File: src/rtl/fft_result_streamer.sv
// fft_result_streamer
//
// Drains one frame of FFT results from the result BRAM once the FFT control
// unit raises fft_ready_i, and presents the samples in natural order on a
// valid/ready stream. The BRAM holds results in bit-reversed order, so the
// read address is the bit-reverse of the natural index when BIT_REV=1.
// A 2-entry buffer absorbs the 1-cycle BRAM read latency, so the stream
// sustains 1 word/cycle while m_ready_i stays high.
//
// Ports:
//   clk           system clock, rising edge
//   rst           synchronous active-high reset
//   fft_ready_i   frame ready, only looked at in S_IDLE
//   bram_re_o     BRAM read enable
//   bram_addr_o   BRAM read address (meaningful only with bram_re_o)
//   bram_rdata_i  BRAM read data, valid the cycle after bram_re_o
//   m_data_o      output sample (buffer head)
//   m_index_o     natural-order index of m_data_o
//   m_valid_o     output valid (buffer not empty)
//   m_ready_i     downstream ready
//   m_last_o      high with the final index of the frame
//   busy_o        high whenever not in S_IDLE
//   done_o        1-cycle pulse after the last word is accepted

module fft_result_streamer #(
   parameter int ADDR_W  = 9,
   parameter int N_WORDS = 512,
   parameter int DATA_W  = 32,
   parameter int BIT_REV = 1
) (
   input  logic              clk,
   input  logic              rst,
   input  logic              fft_ready_i,
   output logic              bram_re_o,
   output logic [ADDR_W-1:0] bram_addr_o,
   input  logic [DATA_W-1:0] bram_rdata_i,
   output logic [DATA_W-1:0] m_data_o,
   output logic [ADDR_W-1:0] m_index_o,
   output logic              m_valid_o,
   input  logic              m_ready_i,
   output logic              m_last_o,
   output logic              busy_o,
   output logic              done_o
);

   // One extra bit so the terminal value N_WORDS never aliases to 0.
   localparam int CNT_W = ADDR_W + 1;
   localparam logic [CNT_W-1:0] LAST_IDX = CNT_W'(N_WORDS - 1);

   localparam logic [1:0] S_IDLE  = 2'd0;
   localparam logic [1:0] S_READ  = 2'd1;
   localparam logic [1:0] S_DRAIN = 2'd2;
   localparam logic [1:0] S_DONE  = 2'd3;

   logic [1:0]       state_q, state_d;
   logic [CNT_W-1:0] rd_idx_q, rd_idx_d;
   logic [CNT_W-1:0] out_idx_q, out_idx_d;
   logic             inflight_q, inflight_d;

   logic [DATA_W-1:0] buf_data_q [2];
   logic [DATA_W-1:0] buf_data_d [2];
   logic              buf_wr_ptr_q, buf_wr_ptr_d;
   logic              buf_rd_ptr_q, buf_rd_ptr_d;
   logic [1:0]        buf_count_q, buf_count_d;

   logic       pop;
   logic       push;
   logic       issue;
   logic [2:0] occupancy;

   function automatic logic [ADDR_W-1:0] bitrev(input logic [ADDR_W-1:0] a);
      logic [ADDR_W-1:0] r;
      r = '0;
      for (int i = 0; i < ADDR_W; i++) begin
         r[i] = a[ADDR_W-1-i];
      end
      return r;
   endfunction

   // Stream side
   always_comb begin
      m_valid_o = (buf_count_q != 2'd0);
      m_data_o  = buf_data_q[buf_rd_ptr_q];
      m_index_o = out_idx_q[ADDR_W-1:0];
      m_last_o  = m_valid_o && (out_idx_q == LAST_IDX);
      busy_o    = (state_q != S_IDLE);
      done_o    = (state_q == S_DONE);
   end

   // Read issue: count the slot freed by a same-cycle pop so that reads keep
   // flowing back-to-back under continuous ready without overfilling.
   always_comb begin
      pop         = m_valid_o && m_ready_i;
      push        = inflight_q;
      occupancy   = 3'(buf_count_q) + 3'(inflight_q) - 3'(pop);
      issue       = (state_q == S_READ) && (occupancy < 3'd2);
      bram_re_o   = issue;
      bram_addr_o = (BIT_REV != 0) ? bitrev(rd_idx_q[ADDR_W-1:0]) : rd_idx_q[ADDR_W-1:0];
   end

   // 2-entry buffer
   always_comb begin
      buf_data_d = buf_data_q;
      if (push) begin
         buf_data_d[buf_wr_ptr_q] = bram_rdata_i;
      end
      buf_wr_ptr_d = buf_wr_ptr_q ^ push;
      buf_rd_ptr_d = buf_rd_ptr_q ^ pop;
      buf_count_d  = buf_count_q + 2'(push) - 2'(pop);
      inflight_d   = issue;
   end

   // Control FSM and counters
   always_comb begin
      state_d   = state_q;
      rd_idx_d  = rd_idx_q;
      out_idx_d = out_idx_q;
      if (pop) begin
         out_idx_d = out_idx_q + CNT_W'(1);
      end
      case (state_q)
         S_IDLE: begin
            if (fft_ready_i) begin
               state_d   = S_READ;
               rd_idx_d  = '0;
               out_idx_d = '0;
            end
         end
         S_READ: begin
            if (issue) begin
               rd_idx_d = rd_idx_q + CNT_W'(1);
               if (rd_idx_q == LAST_IDX) begin
                  state_d = S_DRAIN;
               end
            end
         end
         S_DRAIN: begin
            if (pop && m_last_o) begin
               state_d = S_DONE;
            end
         end
         S_DONE: begin
            state_d = S_IDLE;
         end
         default: begin
            state_d = S_IDLE;
         end
      endcase
   end

   always_ff @(posedge clk) begin
      if (rst) begin
         state_q       <= S_IDLE;
         rd_idx_q      <= '0;
         out_idx_q     <= '0;
         inflight_q    <= 1'b0;
         buf_data_q[0] <= '0;
         buf_data_q[1] <= '0;
         buf_wr_ptr_q  <= 1'b0;
         buf_rd_ptr_q  <= 1'b0;
         buf_count_q   <= 2'd0;
      end else begin
         state_q      <= state_d;
         rd_idx_q     <= rd_idx_d;
         out_idx_q    <= out_idx_d;
         inflight_q   <= inflight_d;
         buf_data_q   <= buf_data_d;
         buf_wr_ptr_q <= buf_wr_ptr_d;
         buf_rd_ptr_q <= buf_rd_ptr_d;
         buf_count_q  <= buf_count_d;
      end
   end

   // The issue rule must make a capture into a full, unpopped buffer impossible.
   buf_no_overflow: assert property (@(posedge clk) disable iff (rst)
      !(push && !pop && (buf_count_q == 2'd2)));

endmodule

File: config.mk
export PLATFORM = sky130hd
export DESIGN_NAME = fft_result_streamer
export DESIGN_NICKNAME = d
export VERILOG_FILES = /design/src/rtl/fft_result_streamer.sv
export SDC_FILE = /design/constraint.sdc
export NUM_CORES = 1
export LEC_CHECK = 0
export ABC_AREA = 1
export CAP_MARGIN = 40
export CORE_MARGIN = 2
export CORE_UTILIZATION = 55
export DETAILED_ROUTE_END_ITERATION = 8
export GPL_TIMING_DRIVEN = 0
export PLACE_DENSITY = 0.93
export SLEW_MARGIN = 20
export SYNTH_ARGS = -nofsm -noshare
export SYNTH_HDL_FRONTEND = slang
export SYNTH_SLANG_ARGS = --single-unit
File: constraint.sdc
create_clock -name clk -period 6.8 [get_ports clk]
set_clock_uncertainty 0.2 [all_clocks]
set_input_delay 1.02 -clock clk [delete_from_list [all_inputs] [get_ports clk]]
set_output_delay 1.02 -clock clk [all_outputs]
set_load 0.01 [all_outputs]
==> results.cfg <==
[run_status]
status = completed

[floorplanning]
chipHeight_um = 91.9
rows = 32
initial_core_util = 0.559
coreArea_um2 = 7610
die_x_um = 91.9
ios = 91
die_area_um2 = 8440

[synthesis]
syn-mean-instance-area_um2 = 6.84
netlist_area_um2 = 4250
ys_seq_area_frac = 0.429
syn_inst = 621
yosysUniqueCellTypes = 31
ys_warn_count = 0
yosys_register_bits = 91
synthesis.nets = 668

[grt]
antenna_found_initial = 0
grt_usage = 0.261
grt_first_pass_wirelength_mm = 18.1
grt_max_degree = 14
grt_pass1_vias = 4136
grt-ovfl-total = 0

[finish]
fin_nets = 769
fin_cells = 827
multi_input_area_um2 = 2050
fillerInstances = 624
regArea_um2 = 1820
fin_util = 0.718
area_delta_synth_final_pct = 28.5
antennaDiodeCount = 0
drive_gt1_frac = 0.0648

[timing]
final_max_slew_viol_count = 0
max_freq_ghz = 0.211
period_needed_ps = 4740
post-route-period-util = 0.697
setup_viol = 0
setup_tns_ps = 0
setup_ws_ps = 2060
rsz0062_at_grt = false
tightestPinTransition_ps = 543
max-slew-margin-rel = 0.638
finalHoldViolCount = 0

[critical_path]
crit_path_max_incr_delay_ps = 540
cp_max_fo = 7
cp.arrival_ps = 3520
path_buf_inv = 4
crit_chain = clkdlybuf4s50_1 > nand2_4 > inv_1 > nand2_1 > o21ai_0 > ha_1 > fa_1 > inv_1 > nand3_4 > nor2_1 > clkdlybuf4s50_1
crit_required_ps = 5580
rr_startpoint = buf_count_q[1]
start_kind = input pin
crit_start = m_ready_i
cp-end-kind = output port
critical-path-top-delay-family = buffers and inverters
cpMaxStageDelayCell = clkdlybuf4s50_1
worst-setup-path-type = in2out

[clocking]
cts_tree = done
clkSinkCount = 91
insertion_delay_ps = 350
holdBufCountCts = 0
cts_root_buf = clkbuf_8
post-cts-setup-buffer-count = 0
cts_max_path_buffers = 2
clk_pin_slew_ps = 80
htreeDepth = 3
cts_resized = 0
numCtsBuffers = 9

[pwr]
finalPower_mw = 1.76
p_leak_nw = 2.44
pwr_density_cell_nw_per_um2 = 322
ir_drop_mv = 0.178

[place]
dp_cells = 813
gp_congestion = 0.890
place_hpwl_mm = 7.79
io_buffers = 90
pre_cts_slack_ps = 2060

[min_path]
hp-start = buf_data_q[6]
hold_path_class = reg2reg

[detailed_routing]
drt_iter0_drc = 237
drtPass1Iterations = 5
wl_mm = 10.8
via_per_inst = 5.15
wl_per_cell_um = 13.0
ant_nets = 0
drc = 0
vias = 4263

[flow_run]
max_cap_violations = 0
## layout by cell type, fill, tap and decap left out
cell             count
dfxtp_1             91
clkbuf_2             1
nand4_1              4
clkbuf_1            26
buf_1                1
or2_0                1
a21oi_1             16
nand3_4              1
and2_1               1
nand3_1             14
clkinv_1             1
nand2_2              3
nor2_4               1
clkbuf_8            10
or2_2                1
fa_1                 1
xnor2_1              3
ha_1                10
nand2_4              3
buf_6                1
o21bai_1             1
o21ai_0             70
o21ai_1              2
a21oi_4              1
inv_1               31
xor2_1               4
nand2_1            144
clkinv_2             2
inv_2                2
buf_4               18
nor3_1               4
nor2_2               2
clkdlybuf4s50_1     90
bufinv_16            1
nor2_1             163
## worst min-delay path, stage by stage, from the launching register on
cell and delay, ps:
dfxtp_1 330, o21ai_1 60, nor2_1 70
## cells in the mapped netlist, drive strengths merged
cell | number | area, um2
nand4 | 4 | 25.0
buf | 20 | 150
o21bai | 1 | 7.51
or2 | 2 | 12.5
ha | 10 | 125
dfxtp | 91 | 1820
a21oi | 17 | 96.4
o21ai | 72 | 360
nor3 | 4 | 20.0
xor2 | 4 | 35.0
fa | 1 | 20.0
nor2 | 166 | 636
nand2 | 150 | 593
inv | 33 | 124
xnor2 | 3 | 26.3
nand3 | 15 | 87.6
clkinv | 1 | 3.75
and2 | 1 | 6.26
clkbuf | 26 | 98.8
## kinds of logic after synthesis
| kind of cell | after synthesis | share of synthesized area |
|---|---|---|
| adder cells (fa/ha/maj) | 11 | 0.0342 |
| XOR/XNOR | 7 | 0.0144 |
| AND/OR/NAND/NOR | 342 | 0.325 |
| flip-flops | 91 | 0.429 |
| buffers and inverters | 80 | 0.0886 |
| AO/OA/AOI/OAI | 90 | 0.109 |
## final timing paths
check,end,slack (ps),cells past startpoint
min,buf_data_q[6],300,2
min reg2reg,buf_data_q[6],300,2
max reg2reg,rd_idx_q[9],3990,17
max,bram_re_o,2060,11
## through the flow
| step | hold slack, ps | area [um2] |
|---|---|---|
| CTS | 306 | 5460 |
| finish | 299 | 5460 |
| global placement | 267 | 5280 |
| global route | 324 | 5460 |
| detailed placement | 284 | 5280 |
| floorplan | 253 | 4250 |
## area by class of cell
| cell class | count | share of cell area |
|---|---|---|
| Inverter | 34 | 0.0234 |
| Clock buffer | 11 | 0.0259 |
| Clock inverter | 3 | 0.00733 |
| Multi-Input combinational cell | 450 | 0.376 |
| Tap cell | 102 | 0.0234 |
| Sequential cell | 91 | 0.334 |
| Timing Repair Buffer | 90 | 0.165 |
| Buffer | 46 | 0.0456 |
## flip-flops by register name, summed over array words and instances, names as in the netlist
signal	count
buf_data_q	64
out_idx_q	10
rd_idx_q	10
buf_count_q	2
state_q	2
buf_rd_ptr_q	1
buf_wr_ptr_q	1
inflight_q	1
## per-layer routing
| metal | wire length, um | part of all wire | vias up | GRT usage |
|---|---|---|---|---|
| met5 | 0 | 0 | - | 0 |
| met4 | 142 | 0.013 | 0 | 0.113 |
| met3 | 615 | 0.057 | 14 | 0.0353 |
| met2 | 5370 | 0.50 | 153 | 0.455 |
| met1 | 4630 | 0.43 | 1969 | 0.322 |
| li1 | - | - | 2127 | - |
## report_power, final
part           leakage, nW  switching [mW]  internal (mW)
clock network       0.0950           0.179          0.175
registers            0.737          0.0520          0.623
logic                 1.61           0.428          0.301
total                 2.44           0.658           1.10
Power figures use the tool's default switching activity.
